==> src/rtl/el2_mubi_pkg.sv <==
// el2_mubi_pkg: multi-bit boolean type and its two valid encodings
package el2_mubi_pkg;
    typedef logic [3:0] el2_mubi_t;
    localparam el2_mubi_t El2MubiTrue  = 4'h6;
    localparam el2_mubi_t El2MubiFalse = 4'h9;
endpackage

==> src/rtl/el2_pkg.sv <==
// el2_pkg: shared types for the lockstep control logic
package el2_pkg;
    typedef enum logic [2:0] {
        ST_IDLE     = 3'd0,
        ST_INJECT   = 3'd1,
        ST_WAIT_DET = 3'd2,
        ST_SH_RST   = 3'd3,
        ST_RECOVER  = 3'd4,
        ST_DONE     = 3'd5
    } el2_lockstep_st_e;
endpackage

==> src/rtl/el2_lockstep_selftest_fsm.sv <==
// el2_lockstep_selftest_fsm: injects an error, waits for detection, resets the shadow core and reports pass/fail
//   clk, rst          : clock, async active-high reset
//   det_i             : checker currently flags corruption
//   start_i           : self-test start strobe (honoured only in IDLE)
//   inj_en_o          : error-injection enable to the shadow core
//   shadow_rst_req_o  : shadow core reset request
//   busy_o / busy_nxt_o : registered busy flag and the value it takes next cycle
//   done_o, pass_o    : completion pulse and held result
module el2_lockstep_selftest_fsm
    import el2_mubi_pkg::*;
    import el2_pkg::*;
#(
    parameter int DET_TIMEOUT       = 64,
    parameter int SHADOW_RST_CYCLES = 4,
    parameter int RECOVER_TIMEOUT   = 64
) (
    input  logic      clk,
    input  logic      rst,
    input  logic      det_i,
    input  logic      start_i,
    output el2_mubi_t inj_en_o,
    output logic      shadow_rst_req_o,
    output logic      busy_o,
    output logic      busy_nxt_o,
    output logic      done_o,
    output logic      pass_o
);
    localparam int TMAX = (DET_TIMEOUT > RECOVER_TIMEOUT)
                        ? ((DET_TIMEOUT > SHADOW_RST_CYCLES) ? DET_TIMEOUT : SHADOW_RST_CYCLES)
                        : ((RECOVER_TIMEOUT > SHADOW_RST_CYCLES) ? RECOVER_TIMEOUT : SHADOW_RST_CYCLES);
    localparam int TW = $clog2(TMAX) + 1;
    el2_lockstep_st_e state_q, state_d;
    logic [TW-1:0] tmr_q, tmr_d;
    logic pass_q, pass_d;
    el2_mubi_t inj_q;
    logic shrst_q, busy_q, done_q;
    // Timer clears by default so every state entry starts from zero; it only
    // advances while below its limit, so it can never wrap.
    always_comb begin
        state_d = state_q;
        tmr_d   = '0;
        pass_d  = pass_q;
        unique case (state_q)
            ST_IDLE: if (start_i) begin
                state_d = ST_INJECT;
                pass_d  = 1'b0;
            end
            ST_INJECT: state_d = ST_WAIT_DET;
            ST_WAIT_DET:
                if (det_i) state_d = ST_SH_RST;
                else if (tmr_q == TW'(DET_TIMEOUT - 1)) begin
                    state_d = ST_DONE;
                    pass_d  = 1'b0;
                end else tmr_d = tmr_q + TW'(1);
            ST_SH_RST:
                if (tmr_q == TW'(SHADOW_RST_CYCLES - 1)) state_d = ST_RECOVER;
                else tmr_d = tmr_q + TW'(1);
            ST_RECOVER:
                if (!det_i) begin
                    state_d = ST_DONE;
                    pass_d  = 1'b1;
                end else if (tmr_q == TW'(RECOVER_TIMEOUT - 1)) begin
                    state_d = ST_DONE;
                    pass_d  = 1'b0;
                end else tmr_d = tmr_q + TW'(1);
            ST_DONE: state_d = ST_IDLE;
            default: state_d = ST_IDLE;
        endcase
    end
    // Outputs are decoded from the next state so they line up with state_q.
    always_ff @(posedge clk or posedge rst) begin
        if (rst) begin
            state_q <= ST_IDLE;
            tmr_q   <= '0;
            pass_q  <= 1'b0;
            inj_q   <= El2MubiFalse;
            shrst_q <= 1'b0;
            busy_q  <= 1'b0;
            done_q  <= 1'b0;
        end else begin
            state_q <= state_d;
            tmr_q   <= tmr_d;
            pass_q  <= pass_d;
            inj_q   <= (state_d == ST_INJECT || state_d == ST_WAIT_DET) ? El2MubiTrue : El2MubiFalse;
            shrst_q <= state_d == ST_SH_RST;
            busy_q  <= state_d != ST_IDLE;
            done_q  <= state_d == ST_DONE;
        end
    end
    assign inj_en_o         = inj_q;
    assign shadow_rst_req_o = shrst_q;
    assign busy_o           = busy_q;
    assign busy_nxt_o       = state_d != ST_IDLE;
    assign done_o           = done_q;
    assign pass_o           = pass_q;
endmodule

==> src/rtl/el2_lockstep_alarm_ctrl.sv <==
// el2_lockstep_alarm_ctrl: alarm latching/counting, NMI and detection-disable control around the lockstep checker
//   corruption_detected_i : checker flag, anything but El2MubiFalse counts as detected
//   sw_disable_det_i      : software detection-disable request
//   selftest_start_i      : self-test start strobe
//   alarm_clear_i         : clears the sticky alarm
//   disable_corruption_detection_o, lockstep_err_injection_en_o, shadow_rst_req_o : shadow core controls
//   alarm_o, alarm_count_o, nmi_req_o : sticky alarm, saturating episode count, new-episode pulse
//   selftest_busy_o, selftest_done_o, selftest_pass_o : self-test status
module el2_lockstep_alarm_ctrl
    import el2_mubi_pkg::*;
#(
    parameter int DET_TIMEOUT       = 64,
    parameter int SHADOW_RST_CYCLES = 4,
    parameter int RECOVER_TIMEOUT   = 64,
    parameter int CNT_W             = 8
) (
    input  logic             clk,
    input  logic             rst,
    input  el2_mubi_t        corruption_detected_i,
    input  logic             sw_disable_det_i,
    input  logic             selftest_start_i,
    input  logic             alarm_clear_i,
    output el2_mubi_t        disable_corruption_detection_o,
    output el2_mubi_t        lockstep_err_injection_en_o,
    output logic             shadow_rst_req_o,
    output logic             alarm_o,
    output logic [CNT_W-1:0] alarm_count_o,
    output logic             nmi_req_o,
    output logic             selftest_busy_o,
    output logic             selftest_done_o,
    output logic             selftest_pass_o
);
    logic det, det_q, busy, busy_nxt, rise;
    el2_mubi_t dis_q;
    logic alarm_q, nmi_q;
    logic [CNT_W-1:0] cnt_q;
    assign det = corruption_detected_i != El2MubiFalse;
    // det_q keeps tracking during self-test, so a flag still high on return to
    // IDLE is not seen as a new edge.
    assign rise = det & ~det_q & ~busy & ~sw_disable_det_i;
    el2_lockstep_selftest_fsm #(
        .DET_TIMEOUT      (DET_TIMEOUT),
        .SHADOW_RST_CYCLES(SHADOW_RST_CYCLES),
        .RECOVER_TIMEOUT  (RECOVER_TIMEOUT)
    ) u_fsm (
        .clk             (clk),
        .rst             (rst),
        .det_i           (det),
        .start_i         (selftest_start_i),
        .inj_en_o        (lockstep_err_injection_en_o),
        .shadow_rst_req_o(shadow_rst_req_o),
        .busy_o          (busy),
        .busy_nxt_o      (busy_nxt),
        .done_o          (selftest_done_o),
        .pass_o          (selftest_pass_o)
    );
    // busy_nxt keeps the registered disable aligned with the registered busy flag.
    always_ff @(posedge clk or posedge rst) begin
        if (rst) begin
            det_q   <= 1'b0;
            dis_q   <= El2MubiFalse;
            alarm_q <= 1'b0;
            nmi_q   <= 1'b0;
            cnt_q   <= '0;
        end else begin
            det_q   <= det;
            dis_q   <= (sw_disable_det_i && !busy_nxt) ? El2MubiTrue : El2MubiFalse;
            alarm_q <= rise | (alarm_q & ~alarm_clear_i);
            nmi_q   <= rise;
            cnt_q   <= (rise && cnt_q != '1) ? cnt_q + CNT_W'(1) : cnt_q;
        end
    end
    assign disable_corruption_detection_o = dis_q;
    assign alarm_o                        = alarm_q;
    assign nmi_req_o                      = nmi_q;
    assign alarm_count_o                  = cnt_q;
    assign selftest_busy_o                = busy;
endmodule

==> config.mk <==
export PLATFORM = sky130hd
export DESIGN_NAME = el2_lockstep_alarm_ctrl
export DESIGN_NICKNAME = d
export VERILOG_FILES = /design/src/rtl/el2_mubi_pkg.sv /design/src/rtl/el2_pkg.sv /design/src/rtl/el2_lockstep_selftest_fsm.sv /design/src/rtl/el2_lockstep_alarm_ctrl.sv
export SDC_FILE = /design/constraint.sdc
export NUM_CORES = 1
export LEC_CHECK = 0
export ABC_AREA = 1
export CAP_MARGIN = 20
export CORE_MARGIN = 2
export CORE_UTILIZATION = 40
export DETAILED_ROUTE_END_ITERATION = 6
export SLEW_MARGIN = 10
export SYNTH_ARGS = -nofsm -noshare
export SYNTH_HDL_FRONTEND = slang
export SYNTH_SLANG_ARGS = --single-unit
==> constraint.sdc <==
create_clock -name clk -period 1.8 [get_ports clk]
set_clock_uncertainty 0.2 [all_clocks]
set_input_delay 0.36 -clock clk [delete_from_list [all_inputs] [get_ports clk]]
set_output_delay 0.36 -clock clk [all_outputs]
set_load 0.02 [all_outputs]
==> results.py <==
metrics = {
    "clocking": {
        "cts_hold_buf": 0,
        "cts_htree_levels": 2,
        "cts_made_buffers": 5,
        "cts_root_buf": "clkbuf_8",
        "clk_pin_slew_ps": 60,
        "insertion_delay_ps": 280,
        "cts_tree": "built",
        "clock_path_buffers": 2,
        "cts_setup_buffers": 0,
        "cts.sinks": 29,
    },
    "timing": {
        "rsz0062_at_grt": "no",
        "fmax_mhz": 568,
        "setup_violations": 0,
        "maxSlewHeadroom_pct": 83.4,
        "tightest_slew_ps": 248,
        "setup_tns_ps": 0,
        "final-hold-violation-count": 0,
        "drv_slew": 0,
        "layout_setup_ws_ps": 39.6,
        "period_share_pct": 97.8,
        "period_minus_slack_ps": 1760,
    },
    "route": {
        "vias": 1234,
        "drc": 0,
        "wl_mm": 3.09,
        "wl_met2_mm": 1.49,
        "drt_iter0_markers": 35,
        "ant_nets": 0,
        "wire_per_inst_um": 11.5,
        "top_layer": "met4",
        "wl_met1_mm": 1.43,
        "firstDrtPassIters": 3,
        "via_per_inst": 4.59,
        "wl_met3_um": 110,
    },
    "synth": {
        "ys_seq_elements": 29,
        "synth_flop_cell": "dfrtp_1",
        "synth_edf_count": 0,
        "async_flop_share_pct": 100,
        "synth.area.top_cells": "dfrtp_1 43%, nand2_1 7.5%, inv_1 5.6%",
        "synth_nets": 189,
        "seq_area_frac_synth_pct": 46.8,
        "synth_top_area_cell": "dfrtp_1",
        "ys_warn_count": 0,
        "synth_area_sq_um": 1560,
        "netlist_instances": 178,
        "syn_avg_cell_area_sq_um": 8.74,
        "synth_top_cell_area_share_pct": 43.4,
        "synth.distinct_cells": 28,
    },
    "grt": {
        "grt_first_pass_wirelength_mm": 5.32,
        "grt_use_total_pct": 16.4,
        "antenna_found_initial": 0,
        "grt-ovfl-total": 0,
        "grt_start_max_net_pins": 30,
        "grt_pass1_vias": 1235,
    },
    "critical_path": {
        "worstPathCellList": "clkdlybuf4s50_1",
        "crit_type": "register to output pin",
        "max_stage_delay_ps": 590,
        "crit_path_end": "shadow_rst_req_o",
        "worst-path-max-fanout": 1,
        "worstPathRequired_ps": 1240,
        "reg2reg_slack_ps": 100,
        "reg2reg_depth": 10,
        "crit_cells": 1,
        "critPathLaunch": "u_fsm.shadow_rst_req_o$_DFF_PP0_",
        "worstSetupStartpointType": "register",
        "r2r-end": "disable_corruption_detection_o[2]$_DFF_PP0_",
        "critPathCaptureType": "output pin",
        "critical-path-top-delay-family": "buffers and inverters",
        "cp_slowest_cell": "clkdlybuf4s50_1",
        "worstReg2RegStart": "u_fsm.tmr_q[0]$_DFF_PP0_",
        "worst_ep_arrival_time_ps": 1200,
        "path_buf_inv": 1,
    },
    "placed_design": {
        "globalplace.congestion": 0.853,
        "pre_cts_ws_ps": -144,
        "numPortBuffers": 30,
        "place_hpwl_mm": 2.31,
    },
    "power_and_ir_drop": {
        "p_seq_share_pct": 31.0,
        "netSwitchingFraction_pct": 40.9,
        "p_switching_w": 0.00128,
        "vdd_drop_max_uv": 617,
        "power.density_nw_per_um2": 1500,
        "power_frac_clock_pct": 22.1,
        "power.internal_w": 0.00184,
        "leakage_nw": 1.06,
        "pwr-share-comb_pct": 46.9,
    },
    "die": {
        "io_pins": 31,
        "dieArea_sq_um": 4400,
        "fp.dieW_um": 66.4,
        "std_cell_rows": 22,
        "chipHeight_um": 66.4,
        "core_sq_um": 3690,
        "start_util_pct": 42.2,
    },
    "layout": {
        "syn_to_final_growth_pct": 34.2,
        "layout_common_cells": "31 x nand2_1, 27 x dfrtp_1, 23 x inv_1, 17 x nor2_1, 16 x dlygate4sd2_1",
        "drive_above_1_share_pct": 24.9,
        "antenna_cells": 0,
        "final_common_cell": "nand2_1",
        "fin_nets": 231,
        "post-route-util_pct": 56.6,
    },
    "min_path": {
        "hold_path_class": "primary input to async pin",
    },
    "job": {
        "cap_violations": 0,
    },
    "run_status": {
        "status": "finished clean",
    },
}
[area by class of cell]
type                       instances  area [sq um]
clock buffer                       7          86.3
clock inverter                     1          30.0
fill                             352          1600
inverter                          31           116
multi-input combinational        114           696
sequential                        29           728
tap                               48          60.1
timing repair buffer              39           370
[flip-flops by register name, indices dropped and copies added (netlist names), 2 cells and up]
| signal | flops |
|---|---|
| alarm_count_o | 8 |
| u_fsm.state_q | 3 |
| u_fsm.tmr_q | 7 |
| disable_corruption_detection_o | 2 |
| u_fsm.inj_en_o | 2 |
[per-stage QoR]
stage	power [W]	cell area, sq um	cells	hold WS, ps
CTS	0.00314	2060	269	221
floorplan	0.00204	1560	178	232
global placement	0.00250	1970	261	244
finish	0.00312	2090	269	214
detailed placement	0.00251	1970	261	255
global route	0.00335	2090	269	246
[Yosys cell counts, types with 3 or more instances]
master,n
dfrtp_1,27
nand2_1,31
xor2_1,8
nor2_2,7
buf_4,4
o21ai_0,5
nor3_1,4
nor2_1,18
nand4_1,3
nand3_1,4
nand2_2,7
nand3_2,5
inv_1,23
nor2_4,3
inv_2,7
xnor2_1,3
a21oi_1,4
[per-layer routing]
metal / up-vias / GRT usage [%]
met2: 24 / 26.5
met4: 0 / 6.63
li1: 626 / -
met5: - / 0
met3: 7 / 5.79
met1: 577 / 19.7
[kinds of logic (layout without fill, tap and decap cells)]
group | count (synthesis) | in the layout | share of synthesized area (%)
compound gates | 15 | 15 | 5.87
xor+xnor | 11 | 11 | 6.20
fa+ha+maj | 2 | 2 | 1.61
buf+inv | 35 | 78 | 9.41
flops | 29 | 29 | 46.8
simple gates | 86 | 86 | 30.1
[how the worst min path moves through the flow]
| stage | end | startpoint | cells after the start |
|---|---|---|---|
| after floorplan | u_fsm.tmr_q[0]$_DFF_PP0_ | u_fsm.tmr_q[0]$_DFF_PP0_ | 1 |
| after global placement | u_fsm.tmr_q[0]$_DFF_PP0_ | u_fsm.tmr_q[0]$_DFF_PP0_ | 1 |
| after detailed placement | u_fsm.tmr_q[0]$_DFF_PP0_ | u_fsm.tmr_q[0]$_DFF_PP0_ | 1 |
| after CTS | alarm_count_o[5]$_DFFE_PP0P_ | rst | 3 |
| after global routing | u_fsm.tmr_q[0]$_DFF_PP0_ | rst | 3 |
| final | u_fsm.tmr_q[5]$_DFF_PP0_ | rst | 3 |
[timing repair]
action	in CTS	in global routing
pin swaps	0	0
setup endpoints to repair	16	12
gates resized for setup	16	7
[power groups by stage]
| stage | clock network [W] | logic [W] | registers [W] |
|---|---|---|---|
| 2_1_floorplan | 0 | 0.000938 | 0.00110 |
| 3_3_place_gp | 0 | 0.00153 | 0.000973 |
| 3_5_place_dp | 0 | 0.00154 | 0.000978 |
| 4_1_cts | 0.000701 | 0.00147 | 0.000966 |
| 5_1_grt | 0.000733 | 0.00163 | 0.000992 |
| 6_report | 0.000691 | 0.00146 | 0.000967 |
Power figures use the tool's default switching activity.
